**src/rtl/alu_share_arbiter.sv**
```systemverilog
// Round-robin share of one single-cycle ALU between two requesters, with a one-entry
// response buffer per requester. Define ALU_ARB_PERF_EN to build the performance counters.
module alu_share_arbiter #(
    parameter int unsigned XLEN  = 32,
    parameter int unsigned CNT_W = 16
) (
    input  logic             clk,
    input  logic             rst,

    input  logic [1:0]       req,
    input  logic [3:0]       sel0,
    input  logic [XLEN-1:0]  a0,
    input  logic [XLEN-1:0]  b0,
    input  logic [3:0]       sel1,
    input  logic [XLEN-1:0]  a1,
    input  logic [XLEN-1:0]  b1,
    output logic [1:0]       gnt,

    output logic [1:0]       rsp_valid,
    input  logic [1:0]       rsp_ready,
    output logic [XLEN-1:0]  rsp_data0,
    output logic [XLEN-1:0]  rsp_data1,

    output logic [3:0]       alu_sel_o,
    output logic [XLEN-1:0]  alu_a_o,
    output logic [XLEN-1:0]  alu_b_o,
    input  logic [XLEN-1:0]  alu_y_i,
    output logic             alu_busy_o,

    output logic [CNT_W-1:0] perf_grants_o,
    output logic [CNT_W-1:0] perf_conflicts_o
);

    logic            prio_q, prio_d;
    logic [1:0]      valid_q, valid_d;
    logic [XLEN-1:0] data0_q, data0_d;
    logic [XLEN-1:0] data1_q, data1_d;
    logic [1:0]      elig;

    // A full buffer may accept a new result only in the cycle it is being drained.
    always_comb begin
        elig = 2'b00;
        if (!rst) begin
            elig[0] = req[0] & (~valid_q[0] | rsp_ready[0]);
            elig[1] = req[1] & (~valid_q[1] | rsp_ready[1]);
        end
    end

    always_comb begin
        gnt = elig;
        if (elig == 2'b11) begin
            gnt = prio_q ? 2'b10 : 2'b01;
        end
    end

    always_comb begin
        prio_d = prio_q;
        if (gnt[0]) begin
            prio_d = 1'b1;
        end else if (gnt[1]) begin
            prio_d = 1'b0;
        end
    end

    always_comb begin
        alu_sel_o = '0;
        alu_a_o   = '0;
        alu_b_o   = '0;
        if (gnt[0]) begin
            alu_sel_o = sel0;
            alu_a_o   = a0;
            alu_b_o   = b0;
        end else if (gnt[1]) begin
            alu_sel_o = sel1;
            alu_a_o   = a1;
            alu_b_o   = b1;
        end
    end

    assign alu_busy_o = |gnt;

    always_comb begin
        valid_d = valid_q;
        data0_d = data0_q;
        data1_d = data1_q;
        if (gnt[0]) begin
            valid_d[0] = 1'b1;
            data0_d    = alu_y_i;
        end else if (rsp_ready[0]) begin
            valid_d[0] = 1'b0;
        end
        if (gnt[1]) begin
            valid_d[1] = 1'b1;
            data1_d    = alu_y_i;
        end else if (rsp_ready[1]) begin
            valid_d[1] = 1'b0;
        end
    end

    always_ff @(posedge clk) begin
        if (rst) begin
            prio_q  <= 1'b0;
            valid_q <= 2'b00;
            data0_q <= '0;
            data1_q <= '0;
        end else begin
            prio_q  <= prio_d;
            valid_q <= valid_d;
            data0_q <= data0_d;
            data1_q <= data1_d;
        end
    end

    // Data outputs come straight from registers: no path from rsp_ready.
    assign rsp_valid = valid_q;
    assign rsp_data0 = data0_q;
    assign rsp_data1 = data1_q;

`ifdef ALU_ARB_PERF_EN
    localparam logic [CNT_W-1:0] CntOne = CNT_W'(1);

    logic [CNT_W-1:0] grants_q, grants_d;
    logic [CNT_W-1:0] conflicts_q, conflicts_d;

    always_comb begin
        grants_d    = grants_q;
        conflicts_d = conflicts_q;
        if ((|gnt) && (grants_q != '1)) begin
            grants_d = grants_q + CntOne;
        end
        if ((elig == 2'b11) && (conflicts_q != '1)) begin
            conflicts_d = conflicts_q + CntOne;
        end
    end

    always_ff @(posedge clk) begin
        if (rst) begin
            grants_q    <= '0;
            conflicts_q <= '0;
        end else begin
            grants_q    <= grants_d;
            conflicts_q <= conflicts_d;
        end
    end

    assign perf_grants_o    = grants_q;
    assign perf_conflicts_o = conflicts_q;
`else
    assign perf_grants_o    = '0;
    assign perf_conflicts_o = '0;
`endif

endmodule

```
**config.mk**
```make
export PLATFORM = sky130hd
export DESIGN_NAME = alu_share_arbiter
export DESIGN_NICKNAME = d
export VERILOG_FILES = /design/src/rtl/alu_share_arbiter.sv
export SDC_FILE = /design/constraint.sdc
export NUM_CORES = 1
export LEC_CHECK = 0
export CORE_AREA = 2 2 131 133
export CTS_CLUSTER_SIZE = 40
export DETAILED_ROUTE_END_ITERATION = 7
export DIE_AREA = 0 0 133 135
export DONT_BUFFER_PORTS = 1
export SETUP_SLACK_MARGIN = 0.5
export SYNTH_ARGS = -nofsm -noshare
export SYNTH_HDL_FRONTEND = slang
export SYNTH_SLANG_ARGS = --single-unit
```
**constraint.sdc**
```tcl
create_clock -name clk -period 2.8 [get_ports clk]
set_clock_uncertainty 0.15 [all_clocks]
set_input_delay 0.28 -clock clk [delete_from_list [all_inputs] [get_ports clk]]
set_output_delay 0.28 -clock clk [all_outputs]
set_load 0.1 [all_outputs]
```
==> key figures <==
Outcome
  – Outcome: complete, no violations

Critical path
  – Crit. End Element: output pin
  – R2R depth: 5
  – CP Class: reg -> out
  – CP dominant cell by count: buf_8
  – CP Buf/Inv Count: 3
  – Startpoint Class: register
  – Critical Path AT: 1.87 ns
  – Worst path top cell family by delay: buffers and inverters
  – CP required: around 2.4 ns
  – RR Startpoint: rsp_valid[1]
  – Largest fanout on the critical path: 9
  – R2r setup slk: 0.90 ns
  – CP Cell Sequence: nor2b_1 -> o211ai_4 -> buf_4 -> buf_8 -> o32ai_4 -> buf_8
  – Slowest CP cell: dfxtp_4
  – Worst r2r dst: rsp_data0[27]
  – Largest stage delay, worst path: between 0.3 and 0.4 ns

Timing
  – Final setup TNS: 0 ns
  – Fmax: ~440 MHz
  – Max-slew headroom: 32.13%
  – Final setup vio count: 0
  – Final hold violation count: 0
  – Least-Margin Pin Slew: roughly 1.0 ns
  – Final Cycle Share: between 80 and 90%
  – Count of final max-slew check failures: 0
  – Fin worst setup slack: between 0.5 and 0.6 ns
  – Crit path time final: about 2.3 ns
  – RSZ-0062 raised after global routing: true

Layout
  – Antenna Cells: 0
  – Share of cells above drive strength 1: between 30% and 40%
  – Area Overhead vs Synth: 79.04%
  – # nets final: 800

CTS
  – Cts bufs inserted: 9
  – CTS tree: yes
  – Clock tree sinks: between 60 and 70
  – H-tree depth: 3
  – Worst-path clk slew: approximately 0.050 ns
  – Clk buf depth: 2
  – Root Driver: clkbuf_16
  – Skew-Pair Late Insertion Delay: 0.32 ns

Routing
  – Via density per instance: ~4.8
  – Detail Route Antenna Nets: 0
  – Via Count: between 4000 and 5000
  – DRC errors left: 0
  – Detailed Route Iter0 Violations: roughly 140
  – Overall routed net length: 17.49 mm
  – DR pass1 iterations: 5
  – Wire length per cell: roughly 21 µm

Placement
  – Post-DP HPWL: 12.62 mm
  – Pre-CTS setup slack: roughly 0.66 ns
  – RePlAce Congestion: around 0.81
  – Port Buffer Count: 0

Synthesis
  – Largest cells by area after synthesis: dfxtp_1 (29%), nand2b_1 (23%), mux2i_1 (14%)
  – Post-synthesis cell area: 0.004548 mm²
  – Yosys reg bits: 67
  – Library cell with the largest summed area after synthesis: dfxtp_1
  – Top cell type's share of synthesized area: ~29%
  – Sequential share of the synthesized area: approximately 29%
  – Number of synthesized flops with an enable pin: 0
  – Top post-synthesis cells by count: nand2b_1 (167), inv_1 (69), o32ai_1 (68)
  – Most common cell in the netlist: nand2b_1
  – Post-synthesis area per instance: 8.533 µm²
  – Ys async rst share: 0%
  – Yosys warns: 0
  – Synth Instances: between 500 and 600
  – Main synth FF type: dfxtp_1
  – Synth unique cells: 22

Global route
  – Initial antenna violation count: 0
  – Total grt overflow: 0
  – Number of global-route vias before repair: about 4200
  – GRT Overall Usage: 17.85%
  – Global-route wire length before repair: about 25 mm
  – Largest net degree at the start of global routing: 237

Power and ir drop
  – Static Leak: 3.144 nW
  – Peak supply drop: between 0.0004 and 0.0005 V
  – Pwr Density: 555.6 mW/mm²

Run
  – Maxcap violations: 0

Floorplan
  – Die Wd: between 100 and 150 µm
  – # rows: 47
  – Ports: about 340
  – Core Area: 0.01641 mm²
  – Die footprint: around 0.018 mm²
  – Initial Utilization: between 20% and 30%
  – Die Span Y: 135 µm

Worst hold path
  – Type of the worst min-delay path: in -> reg
  – HP Start: alu_y_i[10]
  – Worst hold stages: 2
  – WHS Endpoint: rsp_data1[10]
==> registers in the layout, indices dropped and copies added, names as in the netlist <==
| signal | cells |
|---|---|
| rsp_data1 | 32 |
| rsp_valid | 2 |
| prio_q | 1 |
| rsp_data0 | 32 |
==> placed cells by master (no fill, tap or decap) <==
master,count
mux2i_1,64
nand2b_1,167
dfxtp_1,65
nor2_2,2
o32ai_4,68
buf_4,19
buf_8,2
nor2b_1,1
inv_1,69
nor2_4,1
nand2b_2,1
a21oi_1,3
a22oi_1,1
clkbuf_8,2
o211a_1,1
dfxtp_4,2
bufbuf_16,1
o211a_2,1
buf_6,7
dlygate4sd3_1,24
conb_1,32
o211ai_4,2
clkinvlp_4,1
clkbuf_16,16
nand2_1,1
nor2b_4,1
buf_12,71
buf_16,2
o21ai_0,1
==> final cells by class <==
type                            count  area [µm²]
Inverter                           69       259.0
Fill cell                        1404        8264
Clock buffer                       12       277.8
Timing Repair Buffer              132        2151
Multi-Input combinational cell    347        3824
Tap cell                          220       275.3
Sequential cell                    67        1349
Clock inverter                      1       7.507
==> power breakdown <==
group,switching (mW),leakage (nW),total [mW],internal [mW]
Clock,0.376,0.138,1.06,0.686
Sequential,0.489,0.552,1.51,1.02
Combinational,1.25,2.45,1.95,0.698
==> repair_timing <==
action,in CTS,in global routing
endpoints found under the hold margin,44,0
setup endpoints to repair,43,69
pin swaps,1,4
resized for setup,3,27
setup buffers,1,10
gates cloned,2,7
hold buffers,24,0
==> per-stage QoR <==
| stage | util [%] | hold WS (ns) | total power, mW | area, µm² | std cells |
|---|---|---|---|---|---|
| floorplan | - | 0.3055 | 2.849 | 5296 | 564 |
| global placement | 43.77 | 0.2364 | 3.302 | 7181 | 791 |
| detailed placement | 43.77 | 0.2445 | 3.331 | 7181 | 791 |
| CTS | 47.48 | 0.0009501 | 4.467 | 7790 | 831 |
| global route | 49.63 | 0.003442 | 4.666 | 8143 | 848 |
| finish | 49.63 | 0.01295 | 4.524 | 8143 | 848 |
==> worst max path at each step <==
stage	start	endpoint	depth (start not counted)
6_report	rsp_valid[0]	alu_b_o[8]	6
5_1_grt	rsp_valid[0]	alu_b_o[1]	6
4_1_cts	rsp_valid[0]	alu_b_o[25]	5
3_5_place_dp	prio_q	alu_a_o[30]	6
3_3_place_gp	prio_q	alu_a_o[4]	6
2_1_floorplan	rsp_valid[1]	alu_a_o[0]	5
==> cell families after synthesis <==
kind of cell / share of synthesized area (%)
multiplexers: 14.09
AO/OA/AOI/OAI: 14.69
other: 0.08245
AND/OR/NAND/NOR: 23.82
flip-flops: 29.49
buffers and inverters: 17.83
==> layer usage <==
layer | up-vias | GRT usage (%) | part of all wire (%) | wire length, µm
li1 | 1918 | - | - | -
met1 | 1931 | 20.45 | 38 | 6716
met2 | 197 | 32.24 | 53 | 9218
met3 | 18 | 5.405 | 7.3 | 1278
met4 | 0 | 4.839 | 1.6 | 276
met5 | - | 0 | 0 | 0
(Power assumes the default switching activity.)
